**src/rtl/toast_if_id_buffer_pkg.sv**
```systemverilog
// Shared widths, RV32 opcode constants and payload types for the IF/ID buffer.
package toast_if_id_buffer_pkg;

  localparam int unsigned REG_DATA_WIDTH = 32;
  localparam int unsigned OPC_W          = 7;
  localparam int unsigned DEPTH          = 2;
  localparam int unsigned CNT_W          = 2;

  localparam logic [REG_DATA_WIDTH-1:0] NOP_INSTR = 32'h0000_0013;

  localparam logic [OPC_W-1:0] OPC_BRANCH = 7'b1100011;
  localparam logic [OPC_W-1:0] OPC_JAL    = 7'b1101111;
  localparam logic [OPC_W-1:0] OPC_JALR   = 7'b1100111;

  // Control-flow class produced by the predecoder.
  typedef struct packed {
    logic is_branch;
    logic is_jal;
    logic is_jalr;
  } predecode_t;

  // One buffer slot: instruction, its PC and the predecoded class.
  typedef struct packed {
    logic [REG_DATA_WIDTH-1:0] instr;
    logic [REG_DATA_WIDTH-1:0] pc;
    predecode_t                flags;
  } slot_t;

  // Contents of a cleared slot, also what ID sees when the buffer is empty.
  function automatic slot_t empty_slot();
    slot_t s;
    s.instr = NOP_INSTR;
    s.pc    = '0;
    s.flags = '0;
    return s;
  endfunction

endpackage

```
**src/rtl/toast_predecode.sv**
```systemverilog
// Combinational opcode classifier; shared with the branch-prediction logic.
module toast_predecode
  import toast_if_id_buffer_pkg::*;
(
  input  logic [OPC_W-1:0] opcode_i,
  output predecode_t       flags_c
);

  // Decode the major opcode into control-flow flags.
  always_comb begin
    flags_c           = '0;
    flags_c.is_branch = (opcode_i == OPC_BRANCH);
    flags_c.is_jal    = (opcode_i == OPC_JAL);
    flags_c.is_jalr   = (opcode_i == OPC_JALR);
  end

endmodule

```
**src/rtl/toast_if_id_buffer.sv**
```systemverilog
// Two-entry IF->ID instruction buffer with predecode, stall absorption and flush.
module toast_if_id_buffer
  import toast_if_id_buffer_pkg::*;
(
  input  logic                      clk_i,
  input  logic                      reset_i,
  input  logic                      IF_valid_i,
  output logic                      IF_ready_o,
  input  logic [REG_DATA_WIDTH-1:0] IF_instruction_i,
  input  logic [REG_DATA_WIDTH-1:0] IF_pc_i,
  output logic                      ID_valid_o,
  input  logic                      ID_ready_i,
  output logic [REG_DATA_WIDTH-1:0] ID_instruction_o,
  output logic [REG_DATA_WIDTH-1:0] ID_pc_o,
  output logic                      ID_is_branch_o,
  output logic                      ID_is_jal_o,
  output logic                      ID_is_jalr_o,
  input  logic                      flush_i,
  output logic [CNT_W-1:0]          occupancy_o
);

  slot_t            slot_q [DEPTH];
  slot_t            slot_n [DEPTH];
  logic             wr_ptr_q, wr_ptr_n;
  logic             rd_ptr_q, rd_ptr_n;
  logic [CNT_W-1:0] count_q, count_n;

  // Registered ID-facing head and handshake flags, derived from next state.
  slot_t            head_q, head_n;
  logic             if_ready_q, if_ready_n;
  logic             id_valid_q, id_valid_n;

  predecode_t       pd_c;
  slot_t            new_slot_c;
  logic             push_c;
  logic             pop_c;

  toast_predecode u_predecode (
    .opcode_i (IF_instruction_i[OPC_W-1:0]),
    .flags_c  (pd_c)
  );

  // Handshakes: flush cancels both sides; readiness depends only on count.
  always_comb begin
    push_c           = IF_valid_i & (count_q < CNT_W'(DEPTH)) & ~flush_i;
    pop_c            = (count_q != '0) & ID_ready_i & ~flush_i;
    new_slot_c       = '0;
    new_slot_c.instr = IF_instruction_i;
    new_slot_c.pc    = IF_pc_i;
    new_slot_c.flags = pd_c;
  end

  // Next-state for slots, pointers, count and the registered head view.
  always_comb begin
    slot_n   = slot_q;
    wr_ptr_n = wr_ptr_q;
    rd_ptr_n = rd_ptr_q;
    count_n  = count_q;

    if (flush_i) begin
      wr_ptr_n = 1'b0;
      rd_ptr_n = 1'b0;
      count_n  = '0;
    end else begin
      if (push_c) begin
        slot_n[wr_ptr_q] = new_slot_c;
        wr_ptr_n         = ~wr_ptr_q;
      end
      if (pop_c) begin
        rd_ptr_n = ~rd_ptr_q;
      end
      case ({push_c, pop_c})
        2'b10:   count_n = count_q + CNT_W'(1);
        2'b01:   count_n = count_q - CNT_W'(1);
        default: count_n = count_q;
      endcase
    end

    // Empty buffer presents a NOP so stale slots never leak to ID.
    head_n     = (count_n != '0) ? slot_n[rd_ptr_n] : empty_slot();
    if_ready_n = (count_n < CNT_W'(DEPTH));
    id_valid_n = (count_n != '0);
  end

  // State and output registers with synchronous active-high reset.
  always_ff @(posedge clk_i) begin
    if (reset_i) begin
      for (int i = 0; i < int'(DEPTH); i++) begin
        slot_q[i] <= empty_slot();
      end
      wr_ptr_q   <= 1'b0;
      rd_ptr_q   <= 1'b0;
      count_q    <= '0;
      head_q     <= empty_slot();
      if_ready_q <= 1'b1;
      id_valid_q <= 1'b0;
    end else begin
      for (int i = 0; i < int'(DEPTH); i++) begin
        slot_q[i] <= slot_n[i];
      end
      wr_ptr_q   <= wr_ptr_n;
      rd_ptr_q   <= rd_ptr_n;
      count_q    <= count_n;
      head_q     <= head_n;
      if_ready_q <= if_ready_n;
      id_valid_q <= id_valid_n;
    end
  end

  assign IF_ready_o       = if_ready_q;
  assign ID_valid_o       = id_valid_q;
  assign ID_instruction_o = head_q.instr;
  assign ID_pc_o          = head_q.pc;
  assign ID_is_branch_o   = head_q.flags.is_branch;
  assign ID_is_jal_o      = head_q.flags.is_jal;
  assign ID_is_jalr_o     = head_q.flags.is_jalr;
  assign occupancy_o      = count_q;

endmodule

```
**config.mk**
```make
export PLATFORM = sky130hd
export DESIGN_NAME = toast_if_id_buffer
export DESIGN_NICKNAME = d
export VERILOG_FILES = /design/src/rtl/toast_if_id_buffer_pkg.sv /design/src/rtl/toast_predecode.sv /design/src/rtl/toast_if_id_buffer.sv
export SDC_FILE = /design/constraint.sdc
export NUM_CORES = 1
export LEC_CHECK = 0
export BUFFER_PORTS_ARGS = -buffer_cell sky130_fd_sc_hd__clkbuf_2
export CAP_MARGIN = 20
export CORE_UTILIZATION = 45
export DETAILED_ROUTE_END_ITERATION = 7
export PLACE_DENSITY_LB_ADDON = 0.3
export SKIP_CTS_REPAIR_TIMING = 1
export SLEW_MARGIN = 20
export SYNTH_ARGS = -nofsm -noshare
export SYNTH_HDL_FRONTEND = slang
export SYNTH_SLANG_ARGS = --single-unit
```
**constraint.sdc**
```tcl
create_clock -name clk_i -period 3.3 [get_ports clk_i]
set_input_delay 0.66 -clock clk_i [delete_from_list [all_inputs] [get_ports clk_i]]
set_output_delay 0.66 -clock clk_i [all_outputs]
set_load 0.02 [all_outputs]
```
==> results of run 1 <==
[layout by cell type, fill, tap and decap left out, types with 5 or more instances in the layout]
cell and n:
o21bai_1 6, nor3_1 127, clkbuf_16 23, a2111oi_1 40
nand2_1 249, a21oi_1 127, clkbuf_8 8, nor2_1 84
nor2b_1 5, buf_12 7, a211oi_1 5, buf_4 16
a2111oi_2 15, a2111oi_0 6, clkbuf_2 138, dfxtp_1 207
[critical path, delay by kind of cell (launching register included)]
family | cells | cell delay (ns)
AO/OA/AOI/OAI | 4 | 0.90
flip-flops | 1 | 0.56
buffers and inverters | 2 | 0.41
AND/OR/NAND/NOR | 2 | 0.32
adder cells (fa/ha/maj) | 1 | 0.26
[cells in the mapped netlist (3+ instances only)]
library cell  number  area [um^2]
a2111oi_0          6         52.6
a2111oi_1         40          400
a2111oi_2         15          225
a211oi_1           5         37.5
a21oi_1          127          636
a31o_2             3         26.3
buf_1              7         26.3
buf_2             31          155
buf_4              5         37.5
buf_6              5         56.3
clkbuf_1          46          173
dfxtp_1          207         4140
nand2_1          249          935
nor2_1            84          315
nor2b_1            5         31.3
nor3_1           127          636
o21bai_1           6         45.0
or3_1              3         18.8
or3b_2             3         26.3
xnor2_1            3         26.3
[state kept, by name (all words and copies together) (netlist names)]
| register | count |
|---|---|
| IF_ready_o | 1 |
| occupancy_o | 2 |
| ID_is_branch_o | 1 |
| ID_pc_o | 32 |
| slot_q | 134 |
| ID_is_jalr_o | 1 |
| wr_ptr_q | 1 |
| ID_is_jal_o | 1 |
| ID_valid_o | 1 |
| rd_ptr_q | 1 |
| ID_instruction_o | 32 |
[path summary, 6_finish.rpt]
check	startpoint	end	slack (ns)	depth (start not counted)
max	occupancy_o[1]	ID_pc_o[0]	0.71	9
max reg2reg	occupancy_o[1]	ID_pc_o[0]	0.71	9
min reg2reg	slot_q[70]	slot_q[70]	0.45	2
min	IF_instruction_i[31]	slot_q[133]	0.41	3
[logic make-up after synthesis]
logic type	count (synthesis)	share of synthesized area
xor+xnor	4	0.00608
compound gates	207	0.178
flops	207	0.503
mux	2	0.00410
buf+inv	96	0.0553
simple gates	485	0.252
fa+ha+maj	1	0.00152
[per-layer routing]
metal	wire length (um)	vias up	track usage	part of all wire
met5	0	-	0	0
met4	403	0	0.0690	0.018
met1	10200	3550	0.322	0.46
met3	1300	31	0.0335	0.058
met2	10500	210	0.401	0.47
li1	-	3633	-	-
[layout make-up]
class                           instances  area share
Multi-Input combinational cell        699       0.373
Inverter                                2    0.000763
Tap cell                              229      0.0291
Timing Repair Buffer                  161      0.0967
Clock inverter                          7     0.00890
Clock buffer                           33      0.0705
Sequential cell                       207       0.421
[stage by stage]
stage           util  std cells  hold slack (ns)
5_1_grt        0.548       1338            0.408
4_1_cts        0.548       1338            0.392
3_5_place_dp   0.504       1298            0.447
6_report       0.548       1338            0.409
3_3_place_gp   0.504       1298            0.442
2_1_floorplan      -       1002            0.437
[power by group]
| part | switching [mW] | internal [mW] | leakage [nW] |
|---|---|---|---|
| logic | 0.319 | 0.160 | 1.54 |
| clock network | 1.00 | 1.61 | 0.387 |
| registers | 0.0321 | 2.57 | 1.68 |
==> flow_metrics.tcl, run 1 <==
set metrics [dict create \
    outcome "complete, no violations" \
    setup_tns_ns 0 \
    net_count_synth 1072 \
    ant_nets 0 \
    number_of_instances_in_the_synthesized_netlist 1002 \
    fin_ws_ns 0.710 \
    cts_made_buffers 23 \
    setup_repair_after_global_routing_missed_its_margin "no" \
    die_w_um 137 \
    cp_data_arrival_time_ns 2.97 \
    floorplan.die.height_um 137 \
    num-nets-final 1164 \
    htree_num_levels 1 \
    drv.max_cap_violation_count 0 \
    drt-vias-per-instance 5.55 \
    vias 7424 \
    multi_input_logic_area_um2 3670 \
    grt_use_total 0.240 \
    placed_area_um2 9050 \
    dp_hpwl_um 12900 \
    worstPathCellList "o21a_2, nor2b_1, ha_1, nor2b_1, a21oi_1, o211ai_1, buf_4, buf_4, a2111oi_0" \
    ys_ff_latch 207 \
    average_wire_per_cell_in_the_routed_design_um 16.7 \
    numPortBuffers 139 \
    synthDistinctLibCells 40 \
    grt_pass1_vias 7066 \
    netlist_area_um2 8230 \
    final-setup-viol-count 0 \
    sequential_cell_area_in_the_final_layout_um2 4140 \
    total_die_area_um2 18800 \
    starting_density_of_the_core 0.458 \
    post_route_clock_period_utilization 0.785 \
    finalWorstPathRequiredPeriod_ns 2.59 \
    crit_fanout 12 \
    clock_pin_transition_on_the_worst_setup_and_hold_timing_paths_ns 0.06 \
    p_r_area_growth_vs_syn_pct 19.5 \
    finish.instance_area_um2 9840 \
    grt_start_max_net_pins 101 \
    avgSynthCellArea_um2 8.22 \
    clk-insertion-delay-late_ns 0.50 \
    top_ff_cell_synth "dfxtp_1" \
    power.leakage_nw 3.60 \
    cts_sinks 207 \
    cp_slowest_stage_delay_ns 0.56 \
    io_pins 140 \
    inserted_diodes 0 \
    filler_cell_count 1684 \
    critical_path_class "flop to flop" \
    end_kind "flop" \
    first_drt_iteration_drcs 556 \
    finalHoldViolations 0 \
    fraction_of_final_layout_cells_with_drive_strength_greater_than_1 0.207 \
    grt-ovfl-total 0 \
    cts_root_buf "clkbuf_16" \
    ir_worst_vdd_uv 361 \
    power_per_cell_area_nw_per_um2 578 \
    antenna_found_initial 0 \
    gp_routability_congestion 0.749 \
    cp_max_stage_cell "dfxtp_1" \
    drc 0 \
    cts_tree "yes" \
    synth-edff-count 0 \
    worst-endpoint-required_ns 3.68 \
    timing_worst_slew_pin_value_ns 1.08 \
    power_mw 5.69 \
    finClkSkew_ns 0.00856 \
    cp-start-kind "flop" \
    yosys_warnings 0 \
    timing.slew.headroom 0.278 \
    ys_seq_area_frac 0.503 \
    cts_max_path_buffers 3 \
    fmaxAchievable_mhz 386 \
    grt_first_pass_wirelength_um 36100 \
    num_rows 49 \
    core_area_um2 18000 \
    pre_cts_ws_ns 0.386 \
    min_path_type "input port to flop" \
    drv_slew 0 \
    first_pass_iters 6 \
    synth_async_sr_flop_share 0 \
    overall_routed_net_length_um 22400 \
]
No activity file was read; power rests on OpenSTA's default activity.
==> inputs of run 2 (changes only) <==
==> constraint.sdc (replaced) <==
create_clock -name clk_i -period 2.68 [get_ports clk_i]
set_input_delay 0.536 -clock clk_i [delete_from_list [all_inputs] [get_ports clk_i]]
set_output_delay 0.536 -clock clk_i [all_outputs]
set_load 0.02 [all_outputs]
==> run 2 against run 1 <==
Against the previous run:
- global-route usage down 0.54 points
- non-clock buffer count up 5
- hold slack worse by 0.13 ns
- critical path type unchanged
==> flow_metrics.tcl, run 2 (same netlist as run 1, synthesis figures left out) <==
set metrics [dict create \
    outcome "complete, no violations" \
    grt_first_pass_wirelength_um 35400 \
    grt_pass1_vias 6886 \
    ir_worst_vdd_uv 545 \
    finish.instance_area_um2 9870 \
    min_path_type "input port to flop" \
    clock_pin_transition_on_the_worst_setup_and_hold_timing_paths_ns 0.06 \
    final_standard_cell_count_with_taps_included_and_fillers_excluded 1343 \
    finalWorstPathRequiredPeriod_ns 2.40 \
    end_kind "flop" \
    clk-insertion-delay-late_ns 0.50 \
    setup_tns_ns 0 \
    vias 7416 \
    num_rows 49 \
    layout.cells.most_common_list "nand2_1 (249), dfxtp_1 (207), clkbuf_2 (138)" \
    die_w_um 137 \
    cts_sinks 207 \
    inserted_diodes 0 \
    drt-vias-per-instance 5.52 \
    overall_routed_net_length_um 22000 \
    finalCoreUtilization 0.550 \
    core_area_um2 18000 \
    cp-start-kind "flop" \
    post_route_clock_period_utilization 0.896 \
    setup_repair_after_global_routing_missed_its_margin "no" \
    total_die_area_um2 18800 \
    fin_ws_ns 0.278 \
    drv_slew 0 \
    placed_area_um2 9120 \
    grt_start_max_net_pins 91 \
    finClkSkew_ns 0.00344 \
    pre_cts_ws_ns 0.0608 \
    first_pass_iters 5 \
    largest_register_ff_count 134 \
    io_pins 140 \
    fraction_of_final_layout_cells_with_drive_strength_greater_than_1 0.206 \
    timing.reg2reg.worst_path_depth 8 \
    grt_use_total 0.235 \
    grt-ovfl-total 0 \
    num-nets-final 1169 \
    first_drt_iteration_drcs 402 \
    final-setup-viol-count 0 \
    timing_worst_slew_pin_value_ns 1.00 \
    worst_r2r_startpoint "occupancy_o[1]" \
    route.met3.wl_um 1210 \
    post-place-cells 1303 \
    critical_path_class "flop to flop" \
    drc 0 \
    layout_commonest_cell "nand2_1" \
    power.leakage_nw 3.62 \
    cts_root_buf "clkbuf_16" \
    worst-endpoint-required_ns 3.03 \
    rrSetupSlack_ns 0.28 \
    timing.slew.headroom 0.331 \
    htree_num_levels 1 \
    p_r_area_growth_vs_syn_pct 19.9 \
    top_register "slot_q" \
    numPortBuffers 139 \
    drv.max_cap_violation_count 0 \
    crit_fanout 46 \
    hold_start "IF_instruction_i[31]" \
    startpoint "occupancy_o[1]" \
    ant_nets 0 \
    finalHoldViolations 0 \
    antenna_found_initial 0 \
    cts_tree "yes" \
    power_per_cell_area_nw_per_um2 703 \
    worstHoldPathCells 3 \
    route.layer.met1.wl_um 10100 \
    dp_hpwl_um 13100 \
    floorplan.die.height_um 137 \
    cts_max_path_buffers 3 \
    route.top_layer_used "met4" \
    starting_density_of_the_core 0.458 \
    routed_met2_length_um 10300 \
    average_wire_per_cell_in_the_routed_design_um 16.4 \
    fmaxAchievable_mhz 416 \
    cp_data_arrival_time_ns 2.76 \
    cts_made_buffers 23 \
    gp_routability_congestion 0.761 \
]
-- run 2: cell types whose count changed in the layout (fill, tap and decap cells not counted), sizes merged --
cell	previous run	this run
buf	23	28
clkbuf	171	174
clkinv	4	2
clkinvlp	1	0
-- run 2: worst paths after layout --
kind,end
worst max-delay path,ID_instruction_o[31]
worst min register to register,slot_q[57]
worst max register to register,ID_instruction_o[31]
worst min-delay path,slot_q[133]
-- run 2: per-layer routing --
metal | GRT usage | vias to the layer above
met4 | 0.0629 | 0
met3 | 0.0390 | 32
met5 | 0 | -
li1 | - | 3647
met2 | 0.394 | 228
met1 | 0.311 | 3509
-- run 2: per-stage QoR --
| step | hold WS (ns) | total power, mW |
|---|---|---|
| final | 0.282 | 6.94 |
| after global routing | 0.284 | 7.20 |
| after CTS | 0.276 | 6.99 |
| after detailed placement | 0.447 | 3.86 |
| after global placement | 0.442 | 3.85 |
| after floorplan | 0.437 | 3.64 |
-- run 2: worst max-delay path, stage by stage, from the launching register on --
cell and delay (ns):
dfxtp_1 0.35, o21a_2 0.27, nor2b_1 0.14, ha_1 0.32, nor2b_1 0.24, a21oi_1 0.11, o211ai_1 0.37, buf_12 0.33
a2111oi_0 0.11
-- run 2: report_power, final --
part	total [mW]	switching, mW	internal (mW)	leakage, nW
Combinational	0.597	0.392	0.205	1.57
Clock	3.14	1.21	1.93	0.371
Sequential	3.20	0.0391	3.16	1.68
-- run 2: layout make-up --
type	count	area (um^2)
multi-input cells	699	3670
fillers	1681	8090
inverters	2	7.51
repair buffers	166	1010
clock inverters	4	70.1
flip-flops and latches	207	4140
clock buffers	36	684
well taps	229	287
==> inputs of run 3 (changes only) <==
--- a/config.mk
+++ b/config.mk
@@ -7,7 +7,9 @@
 export LEC_CHECK = 0
 export BUFFER_PORTS_ARGS = -buffer_cell sky130_fd_sc_hd__clkbuf_2
 export CAP_MARGIN = 20
-export CORE_UTILIZATION = 45
+export CELL_PAD_IN_SITES_DETAIL_PLACEMENT = 0
+export CELL_PAD_IN_SITES_GLOBAL_PLACEMENT = 2
+export CORE_UTILIZATION = 33
 export DETAILED_ROUTE_END_ITERATION = 7
 export PLACE_DENSITY_LB_ADDON = 0.3
 export SKIP_CTS_REPAIR_TIMING = 1
==> run 3 against run 2 <==
Against the previous run:
- clock skew is 0.0070 ns higher
- sequential power about the same
- highest routed layer unchanged
- critical path depth grew 1
- die area rose by 36%
- cell area is 0.74% higher
- global-route usage fell by 4.3 points
- hold slack got worse by 0.0063 ns
==> flow_metrics.tcl, run 3 (same netlist as run 1, synthesis figures left out) <==
set metrics [dict create \
    largest_register_ff_count 134 \
    numPortBuffers 139 \
    p_r_area_growth_vs_syn_pct 20.8 \
    starting_density_of_the_core 0.338 \
    cts_sinks 207 \
    finalWorstPathRequiredPeriod_ns 2.35 \
    drc 0 \
    finClkSkew_ns 0.0104 \
    ant_nets 0 \
    setup_repair_after_global_routing_missed_its_margin "no" \
    cts_tree "yes" \
    layout_commonest_cell "nand2_1" \
    fmaxAchievable_mhz 426 \
    crit_fanout 42 \
    rrSetupSlack_ns 0.33 \
    floorplan.die.height_um 160 \
    power.leakage_nw 3.61 \
    num-nets-final 1171 \
    filler_cell_count 2577 \
    first_drt_iteration_drcs 462 \
    end_kind "flop" \
    finalHoldViolations 0 \
    pre_cts_ws_ns 0.0821 \
    drt-vias-per-instance 5.09 \
    htree_num_levels 1 \
    total_die_area_um2 25600 \
    min_to "IF_ready_o" \
    power_per_cell_area_nw_per_um2 677 \
    vias 7327 \
    first_pass_iters 6 \
    cp_data_arrival_time_ns 2.72 \
    gp_routability_congestion 0.715 \
    critical_path_class "flop to flop" \
    timing.reg2reg.worst_path_depth 9 \
    worst_r2r_startpoint "occupancy_o[0]" \
    die_w_um 160 \
    reg2reg_to "ID_pc_o[12]" \
    timing_worst_slew_pin_value_ns 0.687 \
    layout.cells.most_common_list "nand2_1 (249), dfxtp_1 (207), clkbuf_2 (138)" \
    setup_tns_ns 0 \
    overall_routed_net_length_um 24300 \
    cts_made_buffers 23 \
    top_register "slot_q" \
    worstHoldPathCells 3 \
    core_area_um2 24400 \
    grt_start_max_net_pins 139 \
    ir_worst_vdd_uv 391 \
    dp_hpwl_um 14100 \
    hold_start "reset_i" \
    grt_use_total 0.192 \
    antenna_found_initial 0 \
    worst-endpoint-required_ns 3.05 \
    power_mw 6.74 \
    drv.max_cap_violation_count 0 \
    io_pins 140 \
    clock_pin_transition_on_the_worst_setup_and_hold_timing_paths_ns 0.06 \
    timing.slew.headroom 0.542 \
    final-setup-viol-count 0 \
    min_path_type "input port to flop" \
    cts_max_path_buffers 3 \
    drv_slew 0 \
    post_route_clock_period_utilization 0.876 \
    grt_pass1_vias 7224 \
    inserted_diodes 0 \
    grt-ovfl-total 0 \
    outcome "complete, no violations" \
    cp-start-kind "flop" \
    cts_root_buf "clkbuf_16" \
    average_wire_per_cell_in_the_routed_design_um 16.9 \
    grt_first_pass_wirelength_um 39800 \
    fraction_of_final_layout_cells_with_drive_strength_greater_than_1 0.209 \
    clk-insertion-delay-late_ns 0.50 \
    fin_ws_ns 0.333 \
    num_rows 57 \
]
## run 3: cell types whose count changed in the layout (fill, tap and decap cells not counted)
cell,previous run,this run
buf_4,19,21
bufinv_16,2,0
clkbuf_1,7,5
clkbuf_8,6,5
clkinv_2,2,6
## run 3: area by class of cell
class | count | area (um^2) | area share
timing repair buffer | 168 | 1030 | 0.103
multi-input combinational | 699 | 3670 | 0.369
tap | 324 | 405 | 0.0408
clock inverter | 6 | 30.0 | 0.00302
sequential | 207 | 4140 | 0.417
clock buffer | 33 | 663 | 0.0667
inverter | 2 | 7.51 | 0.000755
## run 3: through the flow
step	util	hold slack [ns]	instances	cell area (um^2)
2_1_floorplan	-	0.437	1002	8250
3_3_place_gp	0.379	0.443	1400	9250
3_5_place_dp	0.379	0.447	1400	9250
4_1_cts	0.408	0.261	1439	9940
5_1_grt	0.408	0.279	1439	9940
6_report	0.408	0.276	1439	9940
## run 3: critical path, cell delays in order, from the launching register on
cell and delay (ns):
dfxtp_1 0.35, o21a_2 0.26, nor2b_1 0.14, ha_1 0.32, nor2b_1 0.15, a21oi_1 0.11
o211ai_1 0.11, buf_4 0.17, buf_12 0.18, a2111oi_1 0.38
## run 3: how the worst max path moves through the flow
stage,start,endpoint,slack (ns),cells after the start
2_1_floorplan,flush_i,ID_instruction_o[17],0.006,10
3_3_place_gp,flush_i,ID_pc_o[3],0.16,9
3_5_place_dp,flush_i,ID_pc_o[12],0.08,9
4_1_cts,occupancy_o[0],ID_pc_o[12],0.32,9
5_1_grt,occupancy_o[0],ID_pc_o[2],0.07,9
6_report,occupancy_o[0],ID_pc_o[12],0.33,9
## run 3: power by group
part / total, mW / internal (mW) / switching [mW]
clock network: 2.93 / 1.71 / 1.22
logic: 0.608 / 0.207 / 0.401
registers: 3.20 / 3.16 / 0.0387
## run 3: layer usage
| layer | part of all wire | global-route usage | routed length, um |
|---|---|---|---|
| met1 | 0.46 | 0.246 | 11100 |
| met2 | 0.48 | 0.335 | 11700 |
| met5 | 0 | 0 | 0 |
| met3 | 0.044 | 0.0304 | 1080 |
| met4 | 0.018 | 0.0463 | 445 |
